### src/rtl/console_mrdy_controller.sv
`default_nettype none
// ============================================================================
// Module   : console_mrdy_controller
// Brief    : 6809 MRDY wait-state generator stretching EEPROM and IO cycles.
// Revision : 1.0 - initial release
// ============================================================================
module console_mrdy_controller #(
    parameter int EEPROM_WAIT = 6,
    parameter int IO_WAIT     = 2,
    parameter int CNT_W       = 4
) (
    input  logic clk,
    input  logic reset,
    input  logic e,
    input  logic q,
    input  logic bus_available,
    input  logic sram_select,
    input  logic io_select,
    input  logic eeprom_select,
    output logic mrdy,
    output logic busy,
    output logic abort_flag
);

    localparam logic [1:0] c_idle = 2'd0;
    localparam logic [1:0] c_wait = 2'd1;
    localparam logic [1:0] c_hold = 2'd2;

    localparam logic [CNT_W-1:0] c_eeprom_wait = CNT_W'(EEPROM_WAIT);
    localparam logic [CNT_W-1:0] c_io_wait     = CNT_W'(IO_WAIT);
    localparam logic [CNT_W-1:0] c_cnt_one     = CNT_W'(1);

    // Bit 0/1 synchronize, bit 2 is the previous synchronized value for edge detect
    logic [2:0]       r_q_sync;
    logic [2:0]       r_e_sync;
    logic             w_q_rise;
    logic             w_e_fall;

    logic [1:0]       r_state;
    logic [1:0]       w_state_next;
    logic [CNT_W-1:0] r_cnt;
    logic [CNT_W-1:0] w_cnt_next;
    logic [CNT_W-1:0] w_wait_len;

    logic             r_mrdy;
    logic             r_busy;
    logic             r_abort;
    logic             w_mrdy_next;
    logic             w_busy_next;
    logic             w_abort_next;

    always_ff @(posedge clk) begin
        if (reset) begin
            r_q_sync <= 3'b000;
            r_e_sync <= 3'b000;
        end else begin
            r_q_sync <= {r_q_sync[1:0], q};
            r_e_sync <= {r_e_sync[1:0], e};
        end
    end

    assign w_q_rise = r_q_sync[1] & ~r_q_sync[2];
    assign w_e_fall = ~r_e_sync[1] & r_e_sync[2];

    // Selects only matter on the q_rise edge, so this is effectively a latch-at-q_rise
    always_comb begin
        w_wait_len = '0;
        if (bus_available) begin
            w_wait_len = '0;
        end else if (eeprom_select) begin
            w_wait_len = c_eeprom_wait;
        end else if (io_select) begin
            w_wait_len = c_io_wait;
        end else if (sram_select) begin
            w_wait_len = '0;
        end
    end

    always_ff @(posedge clk) begin
        if (reset) begin
            r_state <= c_idle;
            r_cnt   <= '0;
        end else begin
            r_state <= w_state_next;
            r_cnt   <= w_cnt_next;
        end
    end

    always_comb begin
        w_state_next = r_state;
        w_cnt_next   = r_cnt;
        case (r_state)
            c_idle: begin
                if (w_q_rise && (w_wait_len != '0)) begin
                    w_state_next = c_wait;
                    w_cnt_next   = w_wait_len;
                end
            end
            c_wait: begin
                // Abort wins over the terminal count on the same edge
                if (w_e_fall) begin
                    w_state_next = c_idle;
                    w_cnt_next   = '0;
                end else if ((r_cnt == c_cnt_one) || (r_cnt == '0)) begin
                    w_state_next = c_hold;
                    w_cnt_next   = '0;
                end else begin
                    w_cnt_next = r_cnt - c_cnt_one;
                end
            end
            c_hold: begin
                if (w_e_fall) begin
                    w_state_next = c_idle;
                end
            end
            default: begin
                w_state_next = c_idle;
                w_cnt_next   = '0;
            end
        endcase
    end

    always_comb begin
        w_mrdy_next  = (w_state_next != c_wait);
        w_busy_next  = (w_state_next != c_idle);
        w_abort_next = r_abort | ((r_state == c_wait) & w_e_fall);
    end

    always_ff @(posedge clk) begin
        if (reset) begin
            r_mrdy  <= 1'b1;
            r_busy  <= 1'b0;
            r_abort <= 1'b0;
        end else begin
            r_mrdy  <= w_mrdy_next;
            r_busy  <= w_busy_next;
            r_abort <= w_abort_next;
        end
    end

    assign mrdy       = r_mrdy;
    assign busy       = r_busy;
    assign abort_flag = r_abort;

endmodule
`default_nettype wire
### config.mk
export PLATFORM = sky130hd
export DESIGN_NAME = console_mrdy_controller
export DESIGN_NICKNAME = d
export VERILOG_FILES = /design/src/rtl/console_mrdy_controller.sv
export SDC_FILE = /design/constraint.sdc
export NUM_CORES = 1
export LEC_CHECK = 0
export ABC_CLOCK_PERIOD_IN_PS = 3900
export CORE_MARGIN = 5
export CORE_UTILIZATION = 30
export CTS_CLUSTER_SIZE = 28
export DETAILED_ROUTE_END_ITERATION = 7
export GPL_ROUTABILITY_DRIVEN = 0
export SETUP_SLACK_MARGIN = 0.15
export SLEW_MARGIN = 20
export SYNTH_ARGS = -nofsm -noshare
export SYNTH_HDL_FRONTEND = slang
export SYNTH_SLANG_ARGS = --single-unit
### constraint.sdc
create_clock -name clk -period 3.9 [get_ports clk]
set_input_delay 1.17 -clock clk [delete_from_list [all_inputs] [get_ports clk]]
set_output_delay 1.17 -clock clk [all_outputs]
set_load 0.01 [all_outputs]
# ---- Yosys cells after proc, flatten, opt, wreduce, memory -nomap -nowiden
# Index checks and enable logic that the tools add are counted.
dict set report totals {
  regBits 15
  latch_bits 0
  ramBits 0
  mem_bits_ro 0
  input_bits 8
  word_cells 39
  n_memories 0
}
dict set report op_classes {
  addsub 1
  n_mul 0
  div_mod_pow 0
  order_cmp 0
  n_eq_ne 5
  shifts 0
  mux 12
  bitwise 7
  n_reduce_logical 7
}
# operator n
set op_table {}
lappend op_table {{$mux 4} 3}
lappend op_table {{$pmux 4 s3} 1}
lappend op_table {{$mux 2} 5}
lappend op_table {{$mux 3} 2}
lappend op_table {{$pmux 2 s3} 1}
lappend op_table {{$eq 4x1->1 const B} 1}
lappend op_table {{$logic_not 4->1} 1}
lappend op_table {{$reduce_bool 4->1} 1}
lappend op_table {{$sub 4x1->4 const B} 1}
lappend op_table {{$and 1x1->1} 3}
lappend op_table {{$not 1->1} 3}
lappend op_table {{$eq 2x1->1 const B} 1}
lappend op_table {{$eq 2x2->1 const B} 1}
lappend op_table {{$logic_not 2->1} 1}
lappend op_table {{$ne 2x1->1 const B} 1}
lappend op_table {{$ne 2x2->1 const B} 1}
lappend op_table {{$reduce_and 2->1} 1}
lappend op_table {{$reduce_bool 2->1} 1}
lappend op_table {{$logic_and 1x1->1} 1}
lappend op_table {{$logic_or 1x1->1} 1}
lappend op_table {{$or 1x1->1} 1}

# ---- Longest topological paths before layout
# Gate-level depths: netlist of run 1.
dict set report depth {
  ltp_word 8
  mapped_depth 6
}

# ---- Worst setup path before layout of run 1
# Ideal clock, no wire load.
dict set report synth_timing {
  path_type {input-to-reg}
  from {in bus_available}
  to {reg r_cnt[2]}
  arrival_ps 1933
  slack_ps 1850
  cell_stages 4
  n_path_buf 0
  path_cell_list {nor4b_4 a21oi_2 o21bai_1 a32o_1}
}
dict set report synth_via {
  elab_chain_cells 5
  word_cells_on_any_way 7
  classes_between {eq/ne: 1; mux: 3; reduce/logical: 3}
}
# item line
set synth_lines {}
lappend synth_lines {{start: declaration} 16} ;# input logic bus_available,
lappend synth_lines {{$mux 3 (*)} 68} ;# if (bus_available) begin
lappend synth_lines {{$reduce_bool 4->1} 94} ;# if (w_q_rise && (w_wait_len != '0)) begin
lappend synth_lines {{$logic_and 1x1->1} 94}
lappend synth_lines {{$ne 2x2->1 (no line)} n/a}
lappend synth_lines {{$reduce_and 2->1 (no line)} n/a}
lappend synth_lines {{end signal: assignment} 85} ;# r_cnt <= w_cnt_next;
lappend synth_lines {{end: declaration} 41} ;# logic [CNT_W-1:0] r_cnt;
# Mark *: on every way between the ends. The rest lies on a longest branch, timed or not. The select of a mux whose other input is x is not followed.
# A chain may end at the register's enable or synchronous reset.

# ---- Worst setup path in the final report of run 1
# Ends and elaborated chain as after synthesis.

==> run metrics, run 1 <==
status complete, no violations; pwr/cell area 341.4 nW/um2; main area contributors after synthesis dfxtp_1 48%, nor2b_1 8.0%, a21oi_1 4.8%; CP Class input port to flip-flop; HP Class flip-flop to flip-flop; GR Overflow Total 0; crit share post-route 59.98%; drt drc 0; Max VDD drop 0.1908 mV; insertion delay to the later sink of the worst-skew pair 0.28 ns; Antenna diodes 0; largest net degree at the start of global routing 15; Die X-Extent 55.62 um; CP Launch Type input port; DIE HEIGHT 55.62 um; Final nets 87; register area share after synthesis 48.10%; syn_nets 74; multiplexer area fraction after synthesis 1.603%; Seq cells post-synth 15; Static Leak 0.2766 nW; Via Count 477; total of max-cap violations 0; Synth Area in XOR/XNOR 0%; arrival time of the worst setup path 2.52 ns; Critical Path RT 4.08 ns; Sink Count 15; H-tree levels 1; Worst Max-Slew Pin Slew 0.4858 ns; final wirelength 1033 um; initial antenna violation count 0; Relative slew margins 67.51%; Final HPWL DP 769.7 um; synthesis-to-layout area growth 23.45%; IO Port Bufs 9; clk slew on worst S/H paths 0.08 ns; clock skew 0.005967 ns; EDFF count, synth 0; vias in the first global route 478; Synth Area in Compound Gates 19.04%; Pre-Repair DR Iteration Count 4; synthesized area 624.3 um2; share of the synthesized area in the top cell type 48.10%; Total Die Area 3094 um2; TritonCTS clock tree done; routed len/inst 10.03 um; vias per cell 4.631; Unique masters post-synth 23; TNS Setup 0 ns; hold_buf cts 0; I/O pin cnt 11; count leader, synth dfxtp_1; fmax 427.5 MHz; RSZ-0062 raised after global routing false; ys async rst share 0%; num rows 16; Gate Count Post-Synth 64; Starting Density 31.50%; filler cell count 200; cell accounting for the most synthesized area dfxtp_1; largest family of logic cells by synthesized area simple AND/OR/NAND/NOR gates; Post-Synth Adder-Cell Area 4.008%; Power, Total 263.1 uW; ys flop type dfxtp_1; fin. max-slew vios 0; CTS resizes 0; Antenna Nets Post-Route 0; Total Routing Usage GR 8.133%; CTS root buffer clkbuf_4; Final setup viols 0; first-pass GRT wire length 1952 um; total CTS buffers 3; Syn. warnings 0; critical path fanouts, max 4; simple-gate share of the synthesized area 23.65%; CP endpoint kind flip-flop; average size of a mapped cell 9.755 um2; DR iter-0 viols 4; layout cells sized above 1 7.895%; postcts setup bufs 0; Final Hold Vio Count 0; Core Area 1982 um2; Longest Clk Path Bufs 2; min Tclk post-route 2.339 ns; Post-synth top cells 15 x dfxtp_1, 8 x nor2b_1, 6 x a21oi_1
==> sequential cells by signal, summed over array words and instances, names as in the netlist <==
register	count
r_q_sync	3
busy	1
r_cnt	4
abort_flag	1
r_e_sync	3
r_state	2
mrdy	1
==> layout make-up <==
| class | instances | area, um2 | area share [%] |
|---|---|---|---|
| multi-input combinational | 43 | 301.5 | 39.12 |
| sequential | 15 | 300.3 | 38.96 |
| timing repair buffer | 9 | 90.09 | 11.69 |
| tap | 27 | 33.78 | 4.383 |
| clock buffer | 4 | 26.28 | 3.409 |
| inverter | 5 | 18.77 | 2.435 |
==> per-layer routing <==
metal  GRT usage, %  routed length [um]
met1          9.142                 472
met2          12.50                 480
met3          4.872                  71
met4          3.125                  10
met5              0                   0
==> cells by family after synthesis <==
group | after synthesis
simple gates | 23
compound gates | 17
flops | 15
buf+inv | 6
fa+ha+maj | 2
mux | 1
==> metrics by stage <==
stage | hold slack [ns] | std cells | worst slack, ns | utilization [%] | instance area, um2
after floorplan | 0.4138 | 64 | 1.850 | - | 624.3
after global placement | 0.4183 | 99 | 1.298 | 37.56 | 744.5
after detailed placement | 0.4256 | 99 | 1.280 | 37.56 | 744.5
after CTS | 0.4450 | 103 | 1.573 | 38.89 | 770.7
after global routing | 0.4757 | 103 | 1.517 | 38.89 | 770.7
final | 0.4401 | 103 | 1.561 | 38.89 | 770.7
==> critical path: stages <==
cell and delay, ns:
clkdlybuf4s50_1 0.46, nor4b_4 0.31, a21oi_2 0.14, o21bai_1 0.17, a32o_1 0.26
==> final timing paths <==
path,start,to,slack [ns],cells after the start
hold reg to reg,r_e_sync[0],r_e_sync[1],0.44,1
setup reg to reg,r_cnt[0],r_cnt[2],2.32,6
setup / recovery,bus_available,r_cnt[2],1.56,5
hold / removal,r_e_sync[0],r_e_sync[1],0.44,1
==> power breakdown <==
part	internal [mW]	switching, mW
logic	0.0118	0.00889
registers	0.157	0.00201
clock network	0.0396	0.0441
total	0.208	0.0550
==> placed cells by master, fill, tap and decap left out <==
master           instances
a21oi_1                  6
a21oi_2                  1
a32o_1                   3
and2b_4                  1
clkbuf_1                 1
clkbuf_4                 3
clkdlybuf4s50_1          9
dfxtp_1                 15
ha_1                     2
inv_1                    5
mux2i_1                  1
nand2_1                  2
nand2b_1                 1
nand3b_1                 1
nor2_1                   4
nor2b_1                  8
nor3_1                   3
nor4_1                   1
nor4b_4                  1
o21ai_0                  3
o21bai_1                 1
o311a_1                  1
o311ai_1                 1
o31a_1                   1
or2_1                    1
Note: power is estimated with default switching activity, not from simulation.
==> run 2, diff against run 1 <==
--- a/config.mk
+++ b/config.mk
@@ -5,7 +5,7 @@
 export SDC_FILE = /design/constraint.sdc
 export NUM_CORES = 1
 export LEC_CHECK = 0
-export ABC_CLOCK_PERIOD_IN_PS = 3900
+export ABC_CLOCK_PERIOD_IN_PS = 2400
 export CORE_MARGIN = 5
 export CORE_UTILIZATION = 30
 export CTS_CLUSTER_SIZE = 28
==> constraint.sdc (replaced) <==
create_clock -name clk -period 2.4 [get_ports clk]
set_input_delay 0.72 -clock clk [delete_from_list [all_inputs] [get_ports clk]]
set_output_delay 0.72 -clock clk [all_outputs]
set_load 0.01 [all_outputs]
==> run metrics, run 2 (synthesized netlist as in run 1, its figures left out) <==
Via Count 470 (-1.5%); sequential power share 59.4% (-0.9 points); drt drc 0 (unchanged); layout cells sized above 1 9.091% (+1.2 points); H-tree levels 1 (unchanged); Max VDD drop 0.2749 mV (+44%); Final setup viols 0 (unchanged); max incr delay on CP 0.46 ns (about the same); reg2reg end r_cnt[2]; Critical Path RT 2.58 ns (-1.50 ns); Static Leak 0.2814 nW (+1.7%); Critical Path Start bus_available; crit path cell chain clkdlybuf4s50_1 > nor4b_4 > a21oi_2 > o21bai_1 > a32o_1; postcts setup bufs 0 (unchanged); CP endpoint kind flip-flop; CTS resizes 0 (unchanged); min Tclk post-route 1.871 ns; Final Hold Vio Count 0 (unchanged); status complete, no violations; Biggest register r_cnt; synthesis-to-layout area growth 24.65%; final wirelength 1112 um (+7.6%); hold_buf cts 0 (unchanged); arrival time of the worst setup path 2.05 ns (-0.47 ns); Relative slew margins 69.86% (+2.3 points); commonest non-fill, non-tap cell in the layout dfxtp_1; insertion delay to the later sink of the worst-skew pair 0.28 ns (about the same); DIE HEIGHT 55.62 um (unchanged); GR Overflow Total 0 (unchanged); Worst R2R Path Depth 6 (unchanged); Antenna diodes 0 (unchanged); Logic pwr share 8.0% (about the same); clock skew 0.008788 ns (+0.002821 ns); Total Routing Usage GR 7.892% (-0.24 points); FF+latch area 300.3 um2 (unchanged); Starting Density 31.50% (unchanged); Sink Count 15 (unchanged); critical path fanouts, max 4 (unchanged); Pre-Repair DR Iteration Count 4 (unchanged); initial antenna violation count 0 (unchanged); fmax 534.6 MHz; Power, Total 434.1 uW (+65%); HP Class flip-flop to flip-flop; CTS root buffer clkbuf_4; Reg2Reg Launch Point r_cnt[0]; Crit-path slowest cell clkdlybuf4s50_1; clk slew on worst S/H paths 0.09 ns (about the same); largest net degree at the start of global routing 11 (-4); biggest regs r_cnt x4, r_e_sync x3, r_q_sync x3; Largest register FFs 4 (unchanged); Final nets 88 (+1.1%); vias in the first global route 443 (-7.3%); Bufs and invs on worst path 1 (unchanged); first-pass GRT wire length 1897 um (-2.8%); switching power total 94.84 uW (+73%); TritonCTS clock tree done; IO Port Bufs 9 (unchanged); pwr/cell area 557.8 nW/um2 (+63%); Die X-Extent 55.62 um (unchanged); Total Die Area 3094 um2 (unchanged); CP Launch Type input port; Longest Clk Path Bufs 2 (unchanged); Antenna Nets Post-Route 0 (unchanged); most frequent cells in the layout 15 x dfxtp_1, 9 x clkdlybuf4s50_1, 8 x nor2b_1, 6 x a21oi_1, 5 x inv_1; internal power 339.3 uW (+63%); filler cell count 204 (+2.0%); DR iter-0 viols 6 (+2); clock share of power 32.6% (+0.8 points); total of max-cap violations 0 (unchanged); TNS Setup 0 ns (unchanged); HP Start r_q_sync[0]; Worst Max-Slew Pin Slew 0.4451 ns (-0.04071 ns); I/O pin cnt 11 (unchanged); Worst setup endpoint r_cnt[2]; total CTS buffers 3 (unchanged); Final HPWL DP 859.1 um (+12%); FF-to-FF setup slack 0.79 ns (-1.53 ns); crit share post-route 77.95%; Worst path top cell family by delay compound AO/OA/AOI/OAI gates; CP Class input port to flip-flop; fin. max-slew vios 0 (unchanged); num rows 16 (unchanged); switch share 21.85% (+0.95 points); vias per cell 4.519 (-2.4%); RSZ-0062 raised after global routing false; Levels on crit path 5 (unchanged); area occupied by multi-input gates 301.5 um2 (unchanged); routed len/inst 10.69 um (+6.6%); Core Area 1982 um2 (unchanged)
run 2: cell count changes in the layout (fill, tap and decap cells not counted), sizes merged:
cell  change
buf       +1
run 2: cell type report:
class	instances	area share (%)
clock buffers	4	3.376
multi-input cells	43	38.75
well taps	27	4.341
inverters	5	2.412
repair buffers	10	12.54
flip-flops and latches	15	38.59
run 2: worst min path at each step:
stage / to / slack [ns] / cells past startpoint
2_1_floorplan: r_e_sync[1] / 0.41 / 1
3_3_place_gp: r_q_sync[1] / 0.42 / 1
3_5_place_dp: r_e_sync[1] / 0.43 / 1
4_1_cts: r_q_sync[1] / 0.45 / 1
5_1_grt: r_e_sync[1] / 0.47 / 1
6_report: r_q_sync[1] / 0.44 / 1
run 2: stage by stage:
stage                     worst slack [ns]  hold WS (ns)  cell area (um2)  cells  util [%]
after floorplan                     0.8001        0.4138            624.3     64         -
after global placement              0.2558        0.4196            752.0    100     37.94
after detailed placement            0.2289        0.4278            752.0    100     37.94
after CTS                           0.5047        0.4493            778.2    104     39.27
after global routing                0.4702        0.4676            778.2    104     39.27
final                               0.5293        0.4427            778.2    104     39.27
run 2: power by group through the flow:
stage | clock network (mW) | logic, mW | registers, mW
after floorplan | 0 | 0.0176 | 0.264
after global placement | 0 | 0.0344 | 0.264
after detailed placement | 0 | 0.0350 | 0.264
after CTS | 0.150 | 0.0352 | 0.258
after global routing | 0.161 | 0.0379 | 0.259
final | 0.141 | 0.0347 | 0.258
run 2: routing by layer:
| layer | up-vias | global-route usage [%] | part of all wire, % |
|---|---|---|---|
| met5 | - | 0 | 0 |
| met4 | 0 | 3.125 | 0 |
| met3 | 0 | 4.176 | 4.6 |
| met2 | 6 | 11.82 | 47 |
| met1 | 212 | 9.423 | 49 |
| li1 | 252 | - | - |
run 2: worst register-to-register path, stage by stage (launching register included):
cell	delay, ns
dfxtp_1	0.36
inv_1	0.08
ha_1	0.20
nor2_1	0.08
o311a_1	0.33
a32o_1	0.27
a32o_1	0.19
==> run 3, diff against run 2 <==
--- a/config.mk
+++ b/config.mk
@@ -5,7 +5,7 @@
 export SDC_FILE = /design/constraint.sdc
 export NUM_CORES = 1
 export LEC_CHECK = 0
-export ABC_CLOCK_PERIOD_IN_PS = 2400
+export ABC_CLOCK_PERIOD_IN_PS = 1700
 export CORE_MARGIN = 5
 export CORE_UTILIZATION = 30
 export CTS_CLUSTER_SIZE = 28
==> constraint.sdc (replaced) <==
create_clock -name clk -period 1.7 [get_ports clk]
set_input_delay 0.51 -clock clk [delete_from_list [all_inputs] [get_ports clk]]
set_output_delay 0.51 -clock clk [all_outputs]
set_load 0.01 [all_outputs]
==> run metrics, run 3 (synthesized netlist as in run 1, its figures left out) <==
FF-to-FF setup slack 0.23 ns (-0.56 ns); CTS root buffer clkbuf_4; IO Port Bufs 9 (unchanged); Total Routing Usage GR 9.231% (+1.3 points); total CTS buffers 3 (unchanged); Reg2Reg Launch Point r_cnt[1]; hold path endpoint r_q_sync[1]; RSZ-0062 raised after global routing false; initial antenna violation count 0 (unchanged); drt drc 0 (unchanged); Final setup viols 0 (unchanged); min Tclk post-route 1.475 ns; hold_ws 0.4409 ns (-0.001810 ns); Worst Max-Slew Pin Slew 0.3272 ns (-0.1179 ns); Critical Path RT 1.89 ns (-0.69 ns); vias in the first global route 506 (+14%); routed len/inst 11.27 um (+5.4%); Largest register FFs 4 (unchanged); clk slew on worst S/H paths 0.09 ns (about the same); CP Launch Type flip-flop; status complete, no violations; HP Class flip-flop to flip-flop; fmax 678.2 MHz; CP endpoint kind flip-flop; vias per cell 4.658 (+3.1%); Relative slew margins 78.15% (+8.3 points); final wirelength 1251 um (+13%); fin. max-slew vios 0 (unchanged); reg2reg end r_cnt[2]; Static Leak 0.3271 nW (+16%); Final nets 95 (+8.0%); Power, Total 627.3 uW (+44%); Core Area 1982 um2 (unchanged); largest net degree at the start of global routing 11 (unchanged); Final Hold Vio Count 0 (unchanged); Via Count 517 (+10%); critical path fanouts, max 3 (-1); TritonCTS clock tree done; arrival time of the worst setup path 1.67 ns (-0.38 ns); Final HPWL DP 879.6 um (+2.4%); commonest non-fill, non-tap cell in the layout dfxtp_1; biggest regs r_cnt x4, r_e_sync x3, r_q_sync x3; first-pass GRT wire length 2214 um (+17%); H-tree levels 1 (unchanged); synthesis-to-layout area growth 35.87%; hold_buf cts 0 (unchanged); num rows 16 (unchanged); HP Start r_q_sync[0]; Worst R2R Path Depth 6 (unchanged); Total Die Area 3094 um2 (unchanged); Antenna Nets Post-Route 0 (unchanged); DIE HEIGHT 55.62 um (unchanged); Longest Clk Path Bufs 2 (unchanged); most frequent cells in the layout 13 x dfxtp_1, 8 x nor2b_1, 8 x buf_4, 5 x clkdlybuf4s50_1; crit share post-route 86.74%; Sink Count 15 (unchanged); Pre-Repair DR Iteration Count 4 (unchanged); filler cell count 198 (-2.9%); Layout Utilization 42.80% (+3.5 points); Hold Crit Depth 1 (unchanged); GR Overflow Total 0 (unchanged); Antenna diodes 0 (unchanged); DR iter-0 viols 10 (+4); total of max-cap violations 0 (unchanged); Max VDD drop 0.4200 mV (+53%); CP Class flip-flop to flip-flop; insertion delay to the later sink of the worst-skew pair 0.29 ns (about the same); clock skew 0.009490 ns (+0.0007018 ns); pwr/cell area 739.4 nW/um2 (+33%); Die X-Extent 55.62 um (unchanged); Starting Density 31.50% (unchanged); layout cells sized above 1 26.19% (+17 points); Biggest register r_cnt; I/O pin cnt 11 (unchanged)
run 3: final cells by class:
cell class	instances	area (um2)	share of cell area [%]
Sequential cell	15	302.8	35.69
Tap cell	27	33.78	3.982
Multi-Input combinational cell	43	321.6	37.91
Clock buffer	4	26.28	3.097
Timing Repair Buffer	17	145.1	17.11
Inverter	5	18.77	2.212
run 3: repair_timing:
action                                  in CTS  in global routing
cloned                                       0                  0
buffers inserted                             4                  0
endpoints found under the setup margin       5                  3
hold endpoints to repair                     0                  0
pin swaps                                    4                  1
gates resized for setup                      8                  4
run 3: how the worst max path moves through the flow:
stage	cells after the start	start	slack, ns	end
global placement	5	bus_available	-0.19	r_cnt[2]
CTS	6	r_cnt[1]	0.18	r_cnt[2]
floorplan	6	r_cnt[0]	0.23	r_cnt[2]
detailed placement	5	bus_available	-0.22	r_cnt[2]
global route	5	bus_available	0.15	r_cnt[2]
finish	6	r_cnt[1]	0.23	r_cnt[2]
run 3: report_power, final:
group	total, mW	switching [mW]	internal, mW	leakage [nW]
clock	0.206	0.115	0.0912	0.0150
combinational	0.0571	0.0237	0.0334	0.189
sequential	0.364	0.00453	0.360	0.123
total	0.627	0.143	0.484	0.327
run 3: per-layer routing:
layer  global-route usage [%]  vias up  wire length [um]
met5                        0        -                 0
met4                    4.861        0                15
met3                    4.176        2                65
met2                    15.03        7               647
met1                    9.958      243               523
li1                         -      265                 -
run 3: per-stage QoR:
step                      cell area, um2  setup TNS (ns)  cells  setup slack, ns
after floorplan                    624.3               0     64           0.2282
after global placement             774.5         -0.5623    103          -0.1898
after detailed placement           774.5         -0.6868    103          -0.2201
after CTS                          830.8               0    111           0.1824
after global routing               848.3               0    111           0.1501
final                              848.3               0    111           0.2254
run 3: critical path: stages, from the launching register on:
cell	delay, ns
dfxtp_2	0.34
inv_2	0.05
ha_2	0.17
nor2_1	0.07
o311a_1	0.32
a32o_1	0.23
a32o_1	0.19
==> edit (config.mk and constraints of run 3) <==
Change the parameter `CNT_W` from 4 to 6.
--- a/src/rtl/console_mrdy_controller.sv
+++ b/src/rtl/console_mrdy_controller.sv
@@ -7,7 +7,7 @@
 module console_mrdy_controller #(
     parameter int EEPROM_WAIT = 6,
     parameter int IO_WAIT     = 2,
-    parameter int CNT_W       = 4
+    parameter int CNT_W       = 6
 ) (
     input  logic clk,
     input  logic reset,
Check against the original RTL: same outputs for any inputs over 10 cycles, from zero or initial values and one cycle with reset high; that may be too few to reach the edited logic, so the function may still have changed.
==> edit against run 3 <==
Global-route usage fell by 0.67 points. Routed wire length rose by 22%. Non-clock buffer count rose by 8. Core utilization rose by 3.5 points. Sequential cell count rose by 2. Setup slack got worse by 0.034 ns. Total power rose by 11%. Clock power rose by 4%. Hold slack improved by 0.0082 ns. Fmax fell by 2.2%. Synthesized area rose by 16%. Cell area rose by 23%. Critical path type unchanged.
==> edit: results (changes against run 3) <==
INFO  grt            grtUsageTotal=8.56% [-0.67 points]
INFO  grt            grt_antenna_before_repair=0 [unchanged]
INFO  grt            globalRouteMet3Util=3.05% [-1.1 points]
INFO  min_path       hp-class=reg -> reg
INFO  detailed_routing detail_route.first_pass.iterations=4 [unchanged]
INFO  synth          synth.yosys.seq_area_share=46.8% [-1.3 points]
INFO  placement      place_area=920squm [+19%]
INFO  cts            cts-buffers-inserted=3 [unchanged]
INFO  pwr            peak_supply_drop=0.658mV [+57%]
INFO  cts            clk_pin_slew_worst_paths=0.10ns
INFO  timing         layout_setup_ws=0.192ns [-0.0336 ns]
INFO  synth          fraction_of_the_mapped_netlist_area_in_adder_cells=3.44% [-0.57 points]
INFO  pwr            power_switching=0.158mW [+11%]
INFO  synth          synth_top_cells_by_count=17 x sky130_fd_sc_hd__dfxtp_1, 8 x sky130_fd_sc_hd__nor2b_1, 6 x sky130_fd_sc_hd__a21oi_1, 5 x sky130_fd_sc_hd__nor2_1
INFO  grt            grt_first_pass_wirelength=2350um [+6.2%]
INFO  synth          synth_xor_area_share=2.41% [+2.4 points]
INFO  final_layout   largestRegisters=r_cnt (6), r_e_sync (3), r_q_sync (3)
INFO  final_layout   drive_above_1_share=32.7% [+6.5 points]
INFO  synth          yosys-mux-area-fraction=0% [-1.6 points]
INFO  pwr            total_leakage_power=0.447nW [+37%]
INFO  grt            grt_use_met1=9.86% [-0.10 points]
INFO  detailed_routing drt_wl_total=1530um [+22%]
INFO  final_layout   fillerInstances=239 [+21%]
INFO  final_layout   final_net_count=112 [+18%]
INFO  synth          synth_cell_type_count=32 [+39%]
INFO  grt            met2_usage_grt=15.0% [-0.057 points]
INFO  timing         worst_clock_skew=0.00674ns [-0.00275 ns]
INFO  outcome        outcome=completed
INFO  synth          synth_area_leaders=sky130_fd_sc_hd__dfxtp_1 47%, sky130_fd_sc_hd__nor2b_1 6.9%, sky130_fd_sc_hd__a21oi_1 4.1%
INFO  setup_path     path_max_fanout=3 [unchanged]
INFO  grt            via_count_of_the_first_global_routing_pass=589 [+16%]
INFO  placement      detailedPlacementHpwl=1050um [+19%]
INFO  cts            clock_root_buffer=sky130_fd_sc_hd__clkbuf_4
INFO  synth          postSynthNetCount=84 [+14%]
INFO  setup_path     slowest_stage=sky130_fd_sc_hd__dfxtp_1
INFO  synth          synth-compound-area-share=20.8% [+1.8 points]
INFO  placement      pre_cts_ws=-0.340ns [-0.120 ns]
INFO  detailed_routing vias_per_cell=4.78 [+2.5%]
INFO  grt            pin_count_of_the_biggest_net_entering_global_routing=13 [+2]
INFO  detailed_routing detail_route.iter0.violations=6 [-4]
INFO  cts            ctsHtreeMaxLevel=1 [unchanged]
INFO  timing         timing.slew.headroom=79.5% [+1.3 points]
## edit: metal layers
layer  share of wire (%)  vias up
met2                  52        7
met5                   0        -
met1                  44      294
li1                    -      313
met4                0.85        0
met3                 3.3        2
## edit: repair_timing
action | in CTS | in global routing
pin swaps | 2 | 7
hold buffers | 0 | 0
buffers inserted | 1 | 5
endpoints found under the setup margin | 12 | 6
resized for setup | 8 | 12
## edit: power by group through the flow
stage	clock network [mW]	registers [mW]	logic, mW
after global routing	0.231	0.410	0.0820
after CTS	0.215	0.411	0.0668
after global placement	0	0.420	0.0650
final	0.214	0.409	0.0757
after floorplan	0	0.420	0.0324
after detailed placement	0	0.420	0.0660
## edit: per-stage QoR
| stage | utilization, % | hold WS, ns | cells |
|---|---|---|---|
| 2_1_floorplan | - | 0.414 | 74 |
| 3_3_place_gp | 40.8 | 0.417 | 119 |
| 3_5_place_dp | 40.8 | 0.427 | 119 |
| 4_1_cts | 42.7 | 0.456 | 124 |
| 5_1_grt | 46.3 | 0.482 | 129 |
| 6_report | 46.3 | 0.449 | 129 |
## edit: final timing paths
kind,depth (start not counted),to,from
worst max register to register,7,mrdy$_SDFF_PP1_,r_cnt[1]$_SDFFE_PP0P_
worst max-delay path,7,mrdy$_SDFF_PP1_,r_cnt[1]$_SDFFE_PP0P_
worst min register to register,1,r_q_sync[1]$_SDFF_PP0_,r_q_sync[0]$_SDFF_PP0_
worst min-delay path,1,r_q_sync[1]$_SDFF_PP0_,r_q_sync[0]$_SDFF_PP0_
## edit: final cells by class
type                       instances  share of cell area, %
multi-input combinational         52                   39.6
sequential                        17                   33.4
timing repair buffer              25                   20.0
tap                               28                   3.35
clock buffer                       4                   2.51
inverter                           3                   1.08
## edit: worst reg2reg max path, stage by stage (launching register included)
cell and delay [ns]:
sky130_fd_sc_hd__dfxtp_1 0.35, sky130_fd_sc_hd__inv_1 0.07, sky130_fd_sc_hd__ha_1 0.21, sky130_fd_sc_hd__o21bai_4 0.17, sky130_fd_sc_hd__buf_4 0.14, sky130_fd_sc_hd__o211ai_1 0.15
sky130_fd_sc_hd__buf_4 0.18, sky130_fd_sc_hd__a21o_1 0.14
## edit: cell families after synthesis
kind of cell	Yosys count
compound gates	19
xor+xnor	2
fa+ha+maj	2
buf+inv	5
flops	17
simple gates	29
